==> src/rtl/trap_seq_ctrl_pkg.sv <==
// ============================================================================
// Module      : trap_seq_ctrl_pkg
// Description : Shared cause codes, state encoding and helpers for the
//               machine-mode trap/return sequencer.
// Revision    : 1.0 - initial release
// ============================================================================
`default_nettype none

package trap_seq_ctrl_pkg;

    localparam logic [3:0] CAUSE_ECALL_M = 4'd11;
    localparam logic [3:0] CAUSE_EBREAK  = 4'd3;
    localparam logic [3:0] CAUSE_MTI     = 4'd7;
    localparam logic [3:0] CAUSE_NONE    = 4'd0;

    typedef logic [1:0] state_t;

    localparam state_t ST_IDLE    = 2'd0;
    localparam state_t ST_TRAP_WR = 2'd1;
    localparam state_t ST_RET_WR  = 2'd2;
    localparam state_t ST_REDIR   = 2'd3;

    // mcause keeps its interrupt flag in the most significant bit.
    function automatic int irq_bit_pos(input int xlen);
        return xlen - 1;
    endfunction

endpackage

`default_nettype wire

==> src/rtl/trap_seq_ctrl_prio_enc.sv <==
// ============================================================================
// Module      : trap_prio_enc
// Description : Combinational priority encoder: irq > ebreak > ecall > mret.
// Revision    : 1.0 - initial release
// ============================================================================
`default_nettype none

module trap_prio_enc
    import trap_seq_ctrl_pkg::*;
(
    input  logic       irq_pend,
    input  logic       ebreak,
    input  logic       ecall,
    input  logic       mret,
    output logic       take_trap,
    output logic       take_ret,
    output logic       is_irq,
    output logic [3:0] cause
);

    always_comb begin
        take_trap = 1'b0;
        take_ret  = 1'b0;
        is_irq    = 1'b0;
        cause     = CAUSE_NONE;
        if (irq_pend) begin
            take_trap = 1'b1;
            is_irq    = 1'b1;
            cause     = CAUSE_MTI;
        end else if (ebreak) begin
            take_trap = 1'b1;
            cause     = CAUSE_EBREAK;
        end else if (ecall) begin
            take_trap = 1'b1;
            cause     = CAUSE_ECALL_M;
        end else if (mret) begin
            take_ret  = 1'b1;
        end
    end

endmodule

`default_nettype wire

==> src/rtl/trap_seq_ctrl.sv <==
// ============================================================================
// Module      : trap_seq_ctrl
// Description : Machine-mode trap/return sequencer between commit and CSRs.
//               Optional macro TRAP_VECTORED_EN enables vectored interrupts.
// Revision    : 1.0 - initial release
// ============================================================================
`default_nettype none

module trap_seq_ctrl
    import trap_seq_ctrl_pkg::*;
#(
    parameter int XLEN        = 64,
    parameter int MTIP_FILTER = 2
) (
    input  logic            clk,
    input  logic            rst,
    input  logic            commit_valid,
    input  logic [XLEN-1:0] commit_pc,
    input  logic            commit_ecall,
    input  logic            commit_ebreak,
    input  logic            commit_mret,
    output logic            commit_ready,
    output logic            commit_kill,
    input  logic            clint_mtip,
    input  logic            mstatus_mie,
    input  logic            mie_mtie,
    input  logic [XLEN-1:0] mtvec,
    input  logic [XLEN-1:0] mepc,
    output logic            csr_trap_we,
    output logic [XLEN-1:0] csr_mepc_wdata,
    output logic [XLEN-1:0] csr_mcause_wdata,
    output logic            csr_mret_we,
    output logic            redirect_valid,
    output logic [XLEN-1:0] redirect_pc,
    input  logic            redirect_ready,
    output logic            busy
);

    localparam int              IRQ_BIT    = irq_bit_pos(XLEN);
    localparam logic [3:0]      FILTER_MAX = 4'(MTIP_FILTER);
    localparam logic [XLEN-1:0] BASE_MASK  = ~{{(XLEN-2){1'b0}}, 2'b11};

    state_t          state_q, state_d;
    logic [3:0]      filt_q, filt_d;
    logic [XLEN-1:0] epc_q, epc_d;
    logic [XLEN-1:0] tgt_q, tgt_d;
    logic [3:0]      cause_q, cause_d;
    logic            irq_q, irq_d;

    logic            idle_commit;
    logic            irq_pend;
    logic            take_trap, take_ret, enc_irq;
    logic [3:0]      enc_cause;
    logic [XLEN-1:0] tgt_base, tgt_trap;
    logic [XLEN-1:0] mcause_word;

    // Timer level must persist for MTIP_FILTER samples before it is honoured.
    always_comb begin
        filt_d = '0;
        if (clint_mtip) begin
            filt_d = (filt_q == FILTER_MAX) ? filt_q : filt_q + 4'd1;
        end
    end

    assign irq_pend    = (filt_q == FILTER_MAX) & mstatus_mie & mie_mtie;
    assign idle_commit = (state_q == ST_IDLE) & commit_valid;

    trap_prio_enc u_prio_enc (
        .irq_pend  (idle_commit & irq_pend),
        .ebreak    (idle_commit & commit_ebreak),
        .ecall     (idle_commit & commit_ecall),
        .mret      (idle_commit & commit_mret),
        .take_trap (take_trap),
        .take_ret  (take_ret),
        .is_irq    (enc_irq),
        .cause     (enc_cause)
    );

    assign tgt_base = mtvec & BASE_MASK;

`ifdef TRAP_VECTORED_EN
    assign tgt_trap = ((mtvec[1:0] == 2'b01) && irq_q)
                    ? tgt_base + {{(XLEN-6){1'b0}}, cause_q, 2'b00}
                    : tgt_base;
`else
    assign tgt_trap = tgt_base;
`endif

    always_ff @(posedge clk) begin
        if (!rst) begin
            state_q <= ST_IDLE;
            filt_q  <= '0;
            epc_q   <= '0;
            tgt_q   <= '0;
            cause_q <= '0;
            irq_q   <= 1'b0;
        end else begin
            state_q <= state_d;
            filt_q  <= filt_d;
            epc_q   <= epc_d;
            tgt_q   <= tgt_d;
            cause_q <= cause_d;
            irq_q   <= irq_d;
        end
    end

    always_comb begin
        state_d = state_q;
        epc_d   = epc_q;
        tgt_d   = tgt_q;
        cause_d = cause_q;
        irq_d   = irq_q;
        case (state_q)
            ST_IDLE: begin
                if (take_trap) begin
                    state_d = ST_TRAP_WR;
                    epc_d   = commit_pc;
                    cause_d = enc_cause;
                    irq_d   = enc_irq;
                end else if (take_ret) begin
                    state_d = ST_RET_WR;
                end
            end
            ST_TRAP_WR: begin
                tgt_d   = tgt_trap;
                state_d = ST_REDIR;
            end
            ST_RET_WR: begin
                tgt_d   = mepc;
                state_d = ST_REDIR;
            end
            ST_REDIR: begin
                if (redirect_ready) begin
                    state_d = ST_IDLE;
                end
            end
            default: state_d = ST_IDLE;
        endcase
    end

    always_comb begin
        mcause_word          = '0;
        mcause_word[3:0]     = cause_q;
        mcause_word[IRQ_BIT] = irq_q;
    end

    always_comb begin
        commit_ready     = 1'b0;
        commit_kill      = 1'b0;
        csr_trap_we      = 1'b0;
        csr_mepc_wdata   = '0;
        csr_mcause_wdata = '0;
        csr_mret_we      = 1'b0;
        redirect_valid   = 1'b0;
        redirect_pc      = '0;
        busy             = 1'b1;
        case (state_q)
            ST_IDLE: begin
                commit_ready = 1'b1;
                busy         = 1'b0;
                commit_kill  = take_trap & enc_irq;
            end
            ST_TRAP_WR: begin
                csr_trap_we      = 1'b1;
                csr_mepc_wdata   = epc_q;
                csr_mcause_wdata = mcause_word;
            end
            ST_RET_WR: begin
                csr_mret_we = 1'b1;
            end
            ST_REDIR: begin
                redirect_valid = 1'b1;
                redirect_pc    = tgt_q;
            end
            default: busy = 1'b1;
        endcase
    end

endmodule

`default_nettype wire

==> config.mk <==
export PLATFORM = sky130hd
export DESIGN_NAME = trap_seq_ctrl
export DESIGN_NICKNAME = d
export VERILOG_FILES = /design/src/rtl/trap_seq_ctrl_pkg.sv /design/src/rtl/trap_seq_ctrl_prio_enc.sv /design/src/rtl/trap_seq_ctrl.sv
export SDC_FILE = /design/constraint.sdc
export NUM_CORES = 1
export LEC_CHECK = 0
export CORE_AREA = 2 2 154 156
export CTS_BUF_LIST = sky130_fd_sc_hd__clkbuf_2
export DETAILED_ROUTE_END_ITERATION = 7
export DIE_AREA = 0 0 156 158
export PLACE_DENSITY = 0.72
export SYNTH_ARGS = -nofsm -noshare
export SYNTH_HDL_FRONTEND = slang
export SYNTH_SLANG_ARGS = --single-unit
export TNS_END_PERCENT = 30
==> constraint.sdc <==
create_clock -name clk -period 1.8 [get_ports clk]
set_clock_uncertainty 0.2 [all_clocks]
set_input_delay 0.36 -clock clk [delete_from_list [all_inputs] [get_ports clk]]
set_output_delay 0.36 -clock clk [all_outputs]
set_load 0.01 [all_outputs]
==> impl_results.rst, run 1 <==
.. list-table::
   :header-rows: 1

   * - Metric
     - Value
   * - Result of the run
     - finished with violations
   * - Violations in the final reports
     - negative setup slack
   * - Core region area
     - around 23000 um2
   * - Total number of clock tree sinks
     - approximately 140
   * - Switching part of the total
     - 0.372
   * - Top flip-flop cell by instance count after synthesis
     - sky130_fd_sc_hd__dfxtp_1
   * - CTS tree
     - done
   * - Proportion of layout cells with a drive suffix above 1
     - 0.249
   * - Worst r2r dst
     - epc_q[21]
   * - Reg power frac
     - 0.340
   * - Post-route worst setup slack
     - -748 ps
   * - DRC violations left
     - 0
   * - Largest fanout on the critical path
     - 8
   * - Gate count of the mapped netlist
     - about 830
   * - Total Wirelength
     - roughly 24000 um
   * - Yosys reg bits
     - between 100 and 150
   * - Library cell with the highest instance count after synthesis
     - sky130_fd_sc_hd__nand2_1
   * - Mean instance size in the synthesized netlist
     - around 9 um2
   * - Final worst path period need
     - between 2000 and 3000 ps
   * - Area growth from synthesis to layout
     - 67.4%
   * - Antenna-violating nets left
     - 0
   * - Slack of the worst reg-to-reg path
     - -250 ps
   * - Yosys warns
     - 0
   * - Clock-pin slew reported for the worst setup and hold paths after clock tree synthesis
     - 210 ps
   * - Number of distinct library cells after synthesis
     - 35
   * - Launching element type of the critical path
     - register
   * - Sequential cell area fraction in the yosys report
     - 0.377
   * - Count of pins on the block boundary
     - 400
   * - Tot Pwr
     - approximately 12 mW
   * - Proportion of netlist area held by the largest area contributor
     - 0.377
   * - Worst VDD drop
     - roughly 520 uV
   * - Detail-routed via count per cell
     - between 4 and 5
   * - Setup crit end kind
     - output pin
   * - Post-layout instance count excluding filler cells
     - between 1500 and 2000
   * - Critical Path AT
     - just under 2000 ps
   * - Final number of hold-violating endpoints
     - 0
   * - Worst hold path cell count
     - 3
   * - H-tree level count
     - 4
   * - Largest net degree at the start of global routing
     - 69
   * - Top cells by count, synth
     - 193 x sky130_fd_sc_hd__nand2_1, 137 x sky130_fd_sc_hd__dfxtp_1, 132 x sky130_fd_sc_hd__and2_1, 126 x sky130_fd_sc_hd__mux2i_1, 62 x sky130_fd_sc_hd__o211a_1
   * - Proportion of register bits with asynchronous set or reset after synthesis
     - 0
   * - Max_cap viols
     - 0
   * - Switching power
     - 4.61 mW
   * - Starting utilization of the core area
     - 0.316
   * - Iteration-0 DRC count of the detailed router
     - 238
   * - Clock share of power
     - 0.143
   * - EDFF count, synth
     - 0
   * - Number of setup violations in the final report
     - about 220
   * - Chip height
     - approximately 160 um
   * - Die Outline Area
     - between 20000 and 25000 um2
   * - Post-detailed-placement half-perimeter wirelength
     - about 16000 um
   * - Data required time at the worst endpoint
     - approximately 1200 ps
   * - Cell taking the most area after synthesis
     - sky130_fd_sc_hd__dfxtp_1
   * - Netlist Area Pre-Place
     - 7280 um2
   * - Number of pins exceeding their max-slew limit in the final report
     - 0
   * - RSZ-0062 raised after global routing
     - true
   * - Cts bufs inserted
     - 17
   * - Terminating pin of the worst hold path
     - epc_q[53]
   * - Vias in the first global route
     - about 6600
   * - Net count of the finished layout
     - roughly 1500
   * - Overall via count from detail_route
     - about 7000
   * - Detailed-routing iteration count for the pre-antenna-repair pass
     - 6
   * - Share of the cycle needed by the critical path after routing
     - 1.42
   * - Type of the tightest min-delay check
     - in2reg
   * - Cell internal power dissipation
     - between 7 and 8 mW
   * - Crit Path Category
     - reg2out
   * - Routed length per placed instance
     - about 16 um
   * - DP Cell Count
     - roughly 1400
   * - Maximum frequency from static timing analysis
     - between 300 and 400 MHz
   * - Cell count of the worst reg-to-reg path
     - 8
   * - Residual overflow from global routing
     - 0
   * - Die Width
     - 156 um
   * - Port Buffers
     - 338
   * - FP Rows
     - 56
   * - Clock latency on the worst-skew pair
     - around 680 ps
   * - Overall Global Routing Usage
     - 0.176
   * - Maximum number of buffers from clock root to sink
     - 2
   * - Power Dens Cells
     - a little over 1000 nW/um2
   * - Final core utilization
     - 0.529
   * - RR Startpoint
     - state_q[1]
   * - Leading post-synthesis cells by cell area
     - sky130_fd_sc_hd__dfxtp_1 38%, sky130_fd_sc_hd__mux2i_1 17%, sky130_fd_sc_hd__and2_1 11%
   * - First-pass GRT wire length
     - between 30000 and 40000 um
   * - Relative contribution of combinational cells to total power
     - 0.517
   * - Leakage component of the power
     - 5.99 nW
   * - Root buffer cell
     - sky130_fd_sc_hd__clkbuf_2
   * - Worst min-delay path startpoint
     - commit_pc[53]
   * - Number of antenna violations at the first check in global routing
     - 1
   * - RePlAce Congestion
     - approximately 0.75
==> worst max-delay path, stage by stage, from the launching register on <==
cell and delay (ps):
sky130_fd_sc_hd__dfxtp_4 430, sky130_fd_sc_hd__inv_4 40, sky130_fd_sc_hd__ha_4 190, sky130_fd_sc_hd__buf_12 140, sky130_fd_sc_hd__buf_12 130, sky130_fd_sc_hd__buf_12 140
sky130_fd_sc_hd__and2_4 130, sky130_fd_sc_hd__buf_6 110
==> per-layer routing <==
layer / global-route usage / wire, um / share of wire
met5: 0 / 0 / 0
met4: 0.0489 / 196 / 0.0081
met3: 0.0493 / 1490 / 0.061
met2: 0.324 / 12700 / 0.52
met1: 0.197 / 9870 / 0.41
==> layout by cell type, fill, tap and decap left out, types with 9 or more instances in the layout <==
cell | synthesis | routed
sky130_fd_sc_hd__buf_12 | 0 | 16
sky130_fd_sc_hd__and2_4 | 0 | 49
sky130_fd_sc_hd__buf_2 | 9 | 41
sky130_fd_sc_hd__buf_6 | 6 | 71
sky130_fd_sc_hd__o211a_1 | 62 | 62
sky130_fd_sc_hd__dfxtp_1 | 137 | 134
sky130_fd_sc_hd__mux2i_1 | 126 | 117
sky130_fd_sc_hd__dlygate4sd3_1 | 0 | 66
sky130_fd_sc_hd__conb_1 | 1 | 59
sky130_fd_sc_hd__mux2i_2 | 0 | 9
sky130_fd_sc_hd__nand2_1 | 193 | 193
sky130_fd_sc_hd__buf_4 | 61 | 30
sky130_fd_sc_hd__clkbuf_2 | 0 | 59
sky130_fd_sc_hd__and2_1 | 132 | 83
sky130_fd_sc_hd__clkdlybuf4s50_1 | 0 | 198
==> worst max-delay path by stage <==
stage,to,cells past startpoint,from,slack [ps]
after floorplan,csr_mepc_wdata[33],5,state_q[1],-30
after global placement,commit_kill,4,commit_valid,-390
after detailed placement,commit_kill,4,commit_valid,-380
after CTS,redirect_pc[20],4,state_q[0],-1090
after global routing,csr_mepc_wdata[8],7,state_q[1],-940
final,csr_mepc_wdata[8],7,state_q[1],-750
==> power groups by stage <==
stage | Combinational [mW] | Sequential [mW] | Clock (mW)
after floorplan | 3.38 | 4.12 | 0
after global placement | 5.45 | 4.21 | 0
after detailed placement | 5.53 | 4.25 | 0
after CTS | 5.70 | 4.19 | 1.89
after global routing | 6.95 | 4.31 | 2.01
final | 6.41 | 4.22 | 1.77
==> final cells by class <==
| class | count | area [um2] |
|---|---|---|
| Inverter | 4 | 20.0 |
| Antenna cell | 1 | 2.50 |
| Multi-Input combinational cell | 617 | 4200 |
| Clock inverter | 13 | 124 |
| Sequential cell | 137 | 2750 |
| Fill cell | 2083 | 10900 |
| Clock buffer | 19 | 95.1 |
| Timing Repair Buffer | 473 | 4630 |
| Tap cell | 290 | 363 |
==> sequential cells by signal, summed over array words and instances (netlist names) <==
| signal | count |
|---|---|
| tgt_q | 64 |
| cause_q | 3 |
| epc_q | 64 |
| filt_q | 4 |
| state_q | 2 |
==> repair_timing <==
item	in CTS	in global routing
cloned	1	7
endpoints found under the hold margin	135	1
hold buffers	65	1
setup buffers	1	15
setup endpoints to repair	265	268
resized for setup	192	400
pin swaps	1	56
==> per-stage QoR <==
| step | hold WS (ps) | worst slack, ps | instance area, um2 | setup TNS (ps) |
|---|---|---|---|---|
| 2_1_floorplan | 232 | -31.1 | 7530 | -1100 |
| 3_3_place_gp | 239 | -395 | 11000 | -56810 |
| 3_5_place_dp | 247 | -383 | 11000 | -62120 |
| 4_1_cts | 4.28 | -1090 | 11800 | -145060 |
| 5_1_grt | 3.09 | -940 | 12200 | -129880 |
| 6_report | 113 | -748 | 12200 | -98390 |
==> logic make-up (layout without fill, tap and decap cells) <==
family	Yosys count	after routing	synth area share
simple gates	345	345	0.229
flops	137	137	0.377
buf+inv	130	509	0.106
mux	126	126	0.173
compound gates	78	78	0.101
fa+ha+maj	6	6	0.0103
xor+xnor	3	3	0.00361
other cells	1	60	0.000515
(Power assumes the default switching activity.)
==> inputs of run 2 (changes only) <==
--- a/config.mk
+++ b/config.mk
@@ -5,6 +5,7 @@
 export SDC_FILE = /design/constraint.sdc
 export NUM_CORES = 1
 export LEC_CHECK = 0
+export ABC_CLOCK_PERIOD_IN_PS = 1800
 export CORE_AREA = 2 2 154 156
 export CTS_BUF_LIST = sky130_fd_sc_hd__clkbuf_2
 export DETAILED_ROUTE_END_ITERATION = 7
==> results of run 2 <==
Same layout as run 1: the final DEF is identical, and so are final timing and power.
==> inputs of run 3 (changes only) <==
--- a/config.mk
+++ b/config.mk
@@ -6,6 +6,7 @@
 export NUM_CORES = 1
 export LEC_CHECK = 0
 export ABC_CLOCK_PERIOD_IN_PS = 1800
+export CAP_MARGIN = 20
 export CORE_AREA = 2 2 154 156
 export CTS_BUF_LIST = sky130_fd_sc_hd__clkbuf_2
 export DETAILED_ROUTE_END_ITERATION = 7
==> results of run 3 <==
Same layout as run 1: the final DEF is identical, and so are final timing and power.
